[src/rtl/udp_stack_pkg.sv]
// Shared definitions for the UDP transmit path.
//   BEAT_BYTES  : bytes per 64-bit stream beat
//   KEEP_FULL   : tkeep value of a fully populated beat
//   pkt_state_e : packetizer state encoding
//   is_closer() : decides whether a beat being loaded ends its datagram
package udp_stack_pkg;

    localparam int unsigned BEAT_BYTES = 8;
    localparam logic [BEAT_BYTES-1:0] KEEP_FULL = 8'hFF;

    typedef enum logic [2:0] {
        StEmpty,
        StOpenEmpty,
        StHeld,
        StSend,
        StSendLast
    } pkt_state_e;

    // beats_before counts beats of this datagram emitted ahead of the one being loaded.
    function automatic logic is_closer(input logic                  last,
                                       input logic [BEAT_BYTES-1:0] keep,
                                       input logic [11:0]           beats_before,
                                       input logic [11:0]           last_idx);
        return last | (keep != KEEP_FULL) | (beats_before == last_idx);
    endfunction

endpackage

[src/rtl/udp_tx_packetizer.sv]
// Segments a continuous user beat stream into bounded UDP datagrams for udp_stack_top.
// A one-beat hold register delays each beat until the block knows whether another beat
// follows, so tlast can be attached to the true final beat. Datagrams close on user
// tlast, a partial tkeep, MAX_BEATS beats, or TIMEOUT idle cycles with a beat held.
//
// Ports:
//   tx_axis_aclk / tx_axis_aresetn : clock, async active-low reset
//   udp_enable                     : destination reachable; gates opening a datagram
//   s_axis_*                       : user payload stream (slave)
//   udp_tx_axis_*                  : datagram stream to udp_stack_top (master)
//   dgram_count                    : datagrams emitted, wraps at 2^32
module udp_tx_packetizer
    import udp_stack_pkg::*;
#(
    parameter int unsigned MAX_BEATS = 183,
    parameter int unsigned TIMEOUT   = 1024
) (
    input  logic                      tx_axis_aclk,
    input  logic                      tx_axis_aresetn,
    input  logic                      udp_enable,
    input  logic [BEAT_BYTES*8-1:0]   s_axis_tdata,
    input  logic [BEAT_BYTES-1:0]     s_axis_tkeep,
    input  logic                      s_axis_tvalid,
    input  logic                      s_axis_tlast,
    output logic                      s_axis_tready,
    output logic [BEAT_BYTES*8-1:0]   udp_tx_axis_tdata,
    output logic [BEAT_BYTES-1:0]     udp_tx_axis_tkeep,
    output logic                      udp_tx_axis_tvalid,
    output logic                      udp_tx_axis_tlast,
    input  logic                      udp_tx_axis_tready,
    output logic [31:0]               dgram_count
);

    localparam logic [11:0] LAST_BEAT_IDX = 12'(MAX_BEATS - 1);
    localparam logic [15:0] IDLE_LIMIT    = 16'(TIMEOUT - 1);

    pkt_state_e                r_state;
    logic [BEAT_BYTES*8-1:0]   r_data;
    logic [BEAT_BYTES-1:0]     r_keep;
    logic                      r_valid;
    logic                      r_last;
    logic [11:0]               r_beat_cnt;
    logic [15:0]               r_idle_cnt;
    logic [31:0]               r_dgram_cnt;
    logic                      r_run;   // low during and just after reset so tready starts at 0

    logic                      w_ready;
    logic                      w_in_hs;
    logic                      w_out_hs;
    logic                      w_closer;
    logic [11:0]               w_beats_before;

    always_comb begin
        w_ready = 1'b0;
        case (r_state)
            StEmpty:     w_ready = udp_enable & r_run;
            StOpenEmpty: w_ready = 1'b1;
            StSend:      w_ready = udp_tx_axis_tready;
            default:     w_ready = 1'b0;
        endcase
    end

    assign s_axis_tready = w_ready;
    assign w_in_hs       = s_axis_tvalid & w_ready;
    assign w_out_hs      = r_valid & udp_tx_axis_tready;

    // In SEND the held beat leaves in the same cycle the new one loads, so count it too.
    assign w_beats_before = (r_state == StSend) ? r_beat_cnt + 12'd1 : r_beat_cnt;
    assign w_closer       = is_closer(s_axis_tlast, s_axis_tkeep, w_beats_before, LAST_BEAT_IDX);

    assign udp_tx_axis_tdata  = r_data;
    assign udp_tx_axis_tkeep  = r_keep;
    assign udp_tx_axis_tvalid = r_valid;
    assign udp_tx_axis_tlast  = r_last;
    assign dgram_count        = r_dgram_cnt;

    always_ff @(posedge tx_axis_aclk or negedge tx_axis_aresetn) begin
        if (!tx_axis_aresetn) begin
            r_state     <= StEmpty;
            r_data      <= '0;
            r_keep      <= '0;
            r_valid     <= 1'b0;
            r_last      <= 1'b0;
            r_beat_cnt  <= '0;
            r_idle_cnt  <= '0;
            r_dgram_cnt <= '0;
            r_run       <= 1'b0;
        end else begin
            r_run <= 1'b1;
            case (r_state)
                // OPEN_EMPTY is only reached if the user drops tvalid while the stack takes
                // the held beat in SEND; the datagram then waits open for the next beat.
                StEmpty, StOpenEmpty: begin
                    if (w_in_hs) begin
                        r_data <= s_axis_tdata;
                        r_keep <= s_axis_tkeep;
                        if (w_closer) begin
                            r_state <= StSendLast;
                            r_valid <= 1'b1;
                            r_last  <= 1'b1;
                        end else begin
                            r_state <= StHeld;
                        end
                    end
                end
                // A following beat wins over a timeout hitting in the same cycle.
                StHeld: begin
                    if (s_axis_tvalid) begin
                        r_state    <= StSend;
                        r_valid    <= 1'b1;
                        r_last     <= 1'b0;
                        r_idle_cnt <= '0;
                    end else if (r_idle_cnt == IDLE_LIMIT) begin
                        r_state    <= StSendLast;
                        r_valid    <= 1'b1;
                        r_last     <= 1'b1;
                        r_idle_cnt <= '0;
                    end else begin
                        r_idle_cnt <= r_idle_cnt + 16'd1;
                    end
                end
                StSend: begin
                    if (w_out_hs) begin
                        r_beat_cnt <= r_beat_cnt + 12'd1;
                        if (s_axis_tvalid) begin
                            r_data <= s_axis_tdata;
                            r_keep <= s_axis_tkeep;
                            if (w_closer) begin
                                r_state <= StSendLast;
                                r_last  <= 1'b1;
                            end else begin
                                r_state <= StHeld;
                                r_valid <= 1'b0;
                            end
                        end else begin
                            r_state <= StOpenEmpty;
                            r_valid <= 1'b0;
                        end
                    end
                end
                StSendLast: begin
                    if (w_out_hs) begin
                        r_state     <= StEmpty;
                        r_valid     <= 1'b0;
                        r_last      <= 1'b0;
                        r_beat_cnt  <= '0;
                        r_dgram_cnt <= r_dgram_cnt + 32'd1;
                    end
                end
                default: begin
                    r_state <= StEmpty;
                    r_valid <= 1'b0;
                    r_last  <= 1'b0;
                end
            endcase
        end
    end

endmodule

[config.mk]
export PLATFORM = sky130hd
export DESIGN_NAME = udp_tx_packetizer
export DESIGN_NICKNAME = d
export VERILOG_FILES = /design/src/rtl/udp_stack_pkg.sv /design/src/rtl/udp_tx_packetizer.sv
export SDC_FILE = /design/constraint.sdc
export NUM_CORES = 1
export LEC_CHECK = 0
export CORE_MARGIN = 3
export CORE_UTILIZATION = 51
export DETAILED_ROUTE_END_ITERATION = 8
export GPL_ROUTABILITY_DRIVEN = 0
export GPL_TIMING_DRIVEN = 0
export PLACE_DENSITY = 0.86
export SYNTH_ARGS = -nofsm -noshare
export SYNTH_HDL_FRONTEND = slang
export SYNTH_SLANG_ARGS = --single-unit
[constraint.sdc]
create_clock -name tx_axis_aclk -period 3.9 [get_ports tx_axis_aclk]
set_clock_uncertainty 0.1 [all_clocks]
set_input_delay 0.975 -clock tx_axis_aclk [delete_from_list [all_inputs] [get_ports tx_axis_aclk]]
set_output_delay 0.975 -clock tx_axis_aclk [all_outputs]
set_load 0.1 [all_outputs]
After elaboration in Yosys (flattened, before gate mapping)
Cells that the tools add are included. Widths: inputs -> output; s select.

Register bits: 138. Output and inout port bits: 107.

$add $sub $neg: 3. Equal/unequal tests: 14. Muxes and demuxes: 38. Bitwise gates (word level): 5. Reduce and logical (&&, ||, !) cells: 10.

Operator list (number): $mux 64 (3); $pmux 64 s2 (1); $mux 12 (3); $add 32x1->32 const B (1); $mux 16 (2); $mux 8 (3); $pmux 12 s2 (1); $mux 3 (7); $add 16x1->16 const B (1); $eq 16x10->1 const B (1); $pmux 8 s2 (1); $mux 1 (13); $add 12x1->12 const B (1); $eq 12x8->1 const B (1); $pmux 3 s4 (1); $ne 2x2->1 const B (5); $ne 8x8->1 const B (1); $pmux 1 s4 (2); $reduce_and 4->1 (2); $eq 3x2->1 const B (2); $ne 3x3->1 const B (2); $reduce_and 6->1 (1); $reduce_and 5->1 (1); $reduce_bool 2->1 (2); 9 further kinds (12).

Logic depth before layout (Yosys ltp)
Word-level depth: 8. Gate-level depth with buffers: 8. Mapped depth without buffers: 8.

Least setup slack after synthesis
OpenSTA, ideal clock, no wires.

Path kind: input -> output. From: input port udp_tx_axis_tready. To: output port s_axis_tready. Arrival time: 2.399 ns. Data required time: 2.825 ns. Path slack: 0.426 ns. Stages: 3. Cells stage by stage: nand2b_1 a32oi_1 nor2_1.

Longest elaborated chain between the ends: 1.

RTL lines: from (decl) (RTL line udp_tx_packetizer.sv:30) `input logic udp_tx_axis_tready,`; $pmux 1 s3 (RTL line udp_tx_packetizer.sv:55) `case (r_state)`; to (decl) (RTL line udp_tx_packetizer.sv:25) `output logic s_axis_tready,`.

No other way between the ends.

Final worst setup path
From: input port udp_tx_axis_tready. To: register r_data[23] (netlist: udp_tx_axis_tdata[23]).

Longest elaborated chain between the ends: 4. Elaborated cells between the ends (all ways): 6. Those cells by class: eq/ne: 2; mux: 1; bitwise: 2; reduce/logical: 1.

RTL lines: $pmux 1 s3 (RTL line udp_tx_packetizer.sv:55); $and 1x1->1 (RTL line udp_tx_packetizer.sv:64) `assign w_in_hs = s_axis_tvalid & w_ready;`; $ne 2x2->1 (no source line); $reduce_and 4->1 (no source line) *; to (signal assigned) (RTL line udp_tx_packetizer.sv:95) `r_data <= s_axis_tdata;`; to (signal assigned) (RTL line udp_tx_packetizer.sv:126) `r_data <= s_axis_tdata;`; to (decl) (RTL line udp_tx_packetizer.sv:38) `logic [BEAT_BYTES*8-1:0] r_data;`.

Mark *: on every way between the ends. The rest lies on a longest branch, timed or not. A chain may end at the register's enable or synchronous reset.

==> impl_metrics.ini <==
[run_status]
run_status = completed

[route]
met3_wirelength_um = 1582
wl_per_cell_um = 18.45
drt-vias-per-instance = 5.601
highest-signal-layer = met4
post_route_antenna_net_violation_count = 0
drt-initial-drc-count = 424
route.vias.total = 5041
detail_route.wirelength_um = 16600
residual_drc = 0
wl_met2_um = 8536
first_pass_iters = 5
met1Wirelength_um = 6107

[layout]
antenna_cells_inserted = 0
area_growth_pct = 42.87
layout.nets = 825
fin_cells = 900
fraction_of_layout_cells_with_a_size_suffix_above_1_pct = 15.32

[clock_tree]
clockBufferDepth = 2
cts_hold_buf = 0
post-cts-setup-buffer-count = 0
cts_max_level = 4
clkLatencyLatePin_ps = 420
clkSlewWorstSetupHoldPaths_ps = 60
cts-buffers-inserted = 17
cts_tree = yes
clock-sinks = 138
clk_root_buffer_cell = clkbuf_16

[sta]
finalWorstSetupSlack_ps = 391.6
grt_setup_unrepaired = no
finalCritPeriodShare_pct = 89.96
final_period_minus_worst_setup_slack_ps = 3508
tightestPinTransition_ps = 1037
number_of_hold_violations_in_the_final_report = 0
final-max-slew-violation-count = 0
setup_viol = 0
maxClockFrequency_mhz = 285.0
max_slew_margin_pct = 30.66

[setup_path]
crit_arrival_ps = 3710
end_kind = flop
worst_setup_path_start_kind = primary input
r2r_slack_ps = 830
critical_path_peak_fanout = 10
worst-setup-path-type = primary input to flop
timing.critical_path.required_ps = 4100
timing.rr.start = r_state[1]$_DFFE_PN0P_
r2r.worst_path.cells = 7
worst_setup_path_startpoint = udp_tx_axis_tready
regToRegEndpoint = udp_tx_axis_tdata[23]$_DFFE_PN0P_
endpoint = udp_tx_axis_tdata[23]$_DFFE_PN0P_

[hold_path]
worstHoldPathType = flop to flop

[die]
initial_core_util_pct = 53.26
die-area_um2 = 13540
rows = 39
core_um2 = 11660
die_x_um = 116.4
die_height_um = 116.4
io_pins = 185

[synthesis]
post_synth_simple_gate_area_pct = 13.98
yosys_warnings = 0
synth.cells.most_frequent = 138 x dfrtp_1, 74 x mux2_2, 57 x nand2_1
synth_edf_count = 0
count_of_mapped_cells_out_of_synthesis = 541
synthTopCellsByArea = dfrtp_1 56%, mux2_2 13%, xnor2_1 3.5%, nand2_1 3.4%, o21ai_0 2.7%
synth_area_um2 = 6211
yosys.area_share.adder_pct = 0.6044
asyncSetResetFlopFracSynth_pct = 100.0
synth-compound-area-share_pct = 8.944
muxShareOfSynthArea_pct = 13.58
post-synth-top-count-cell = dfrtp_1
syn_avg_cell_area_um2 = 11.48
synth_largest_type_area_fraction_pct = 55.60
synth.net_count = 622
seq_total_area_yosys_pct = 55.60
synth_xor_area_share_pct = 5.359
yosysTopAreaCell = dfrtp_1
synth_top_family_by_area = simple AND/OR/NAND/NOR gates
synth_flop_cell = dfrtp_1
yosys_register_bits = 138
yosysUniqueCellTypes = 52

[global_routing]
number_of_global_route_vias_before_repair = 5312
grt_remaining_overflow = 0
antenna_found_initial = 0
grt_use_total_pct = 25.56
grt_start_max_net_pins = 84
grt_first_pass_wirelength_um = 26650

[placement]
dpl_worst_slack_ps = -190.0
place.detailed.instances = 868
dp_hpwl_um = 11690
placement.io_buffers = 183

[flow_run]
drv.max_cap_violation_count = 0
-- per-layer routing --
metal	GRT usage [%]	vias up
met3	10.62	34
met5	0	-
li1	-	2334
met2	43.86	221
met4	9.667	0
met1	28.38	2452
-- flip-flops by register name (all words and copies together), names as in the netlist --
register,count
udp_tx_axis_tdata,64
dgram_count,32
r_idle_cnt,16
r_beat_cnt,12
udp_tx_axis_tkeep,8
r_state,3
r_run,1
udp_tx_axis_tlast,1
udp_tx_axis_tvalid,1
-- per-stage QoR --
stage | setup TNS [ps] | utilization [%] | instance area (um2) | hold WS (ps)
global placement | -483080 | 70.50 | 8222 | 357.9
finish | 0 | 76.09 | 8874 | 366.0
global route | 0 | 76.09 | 8874 | 408.3
detailed placement | -1689 | 70.74 | 8250 | 363.8
CTS | 0 | 76.12 | 8877 | 373.7
floorplan | 0 | - | 6211 | 368.2
-- worst min path at each step --
stage | from | endpoint | slack (ps) | cells after the start
2_1_floorplan | r_idle_cnt[3]$_DFFE_PN0P_ | r_idle_cnt[3]$_DFFE_PN0P_ | 370 | 1
3_3_place_gp | dgram_count[31]$_DFFE_PN0P_ | dgram_count[31]$_DFFE_PN0P_ | 360 | 1
3_5_place_dp | dgram_count[31]$_DFFE_PN0P_ | dgram_count[31]$_DFFE_PN0P_ | 360 | 1
4_1_cts | dgram_count[31]$_DFFE_PN0P_ | dgram_count[31]$_DFFE_PN0P_ | 370 | 1
5_1_grt | dgram_count[18]$_DFFE_PN0P_ | dgram_count[18]$_DFFE_PN0P_ | 410 | 1
6_report | dgram_count[31]$_DFFE_PN0P_ | dgram_count[31]$_DFFE_PN0P_ | 370 | 1
-- critical path, cell delays in order --
cell,delay [ps]
clkdlybuf4s50_1,470
nand2b_1,180
a32oi_1,320
nor3_1,80
o21ai_1,720
clkbuf_1,540
mux2_2,420
-- layout make-up --
class / instances / area (um2)
sequential: 138 / 3453
fill: 750 / 2789
multi-input combinational: 373 / 2641
timing repair buffer: 184 / 1856
clock buffer: 27 / 523.0
tap: 143 / 178.9
clock inverter: 5 / 105.1
buffer: 21 / 82.58
inverter: 9 / 33.78
-- timing repair --
item,in CTS,in global routing
endpoints found under the setup margin,1,1
gates resized for setup,1,2
pin swaps,0,0
-- logic make-up (layout without fill, tap and decap cells) --
logic type	count (synthesis)	count (layout)
and+or+nand+nor	173	173
other	1	1
DFF	138	138
muxes	75	75
AOI/OAI and AO/OA	83	83
xor gates and xnor gates	38	38
buffers and inverters	30	246
adders and majority gates	3	3
-- placed cells by master (no fill, tap or decap), types with 11 or more instances in the layout --
cell / n
o21ai_0: 34
nand3_1: 19
nand4_1: 11
and3_1: 13
xnor2_1: 25
xor2_1: 13
clkdlybuf4s50_1: 181
nand2_1: 57
clkbuf_1: 21
nor2_1: 29
dfrtp_1: 138
o31ai_1: 11
mux2_2: 74
clkbuf_16: 17
Power is not shown: default switching activity piles up to over one toggle a cycle in this logic, so the estimate is an artifact.
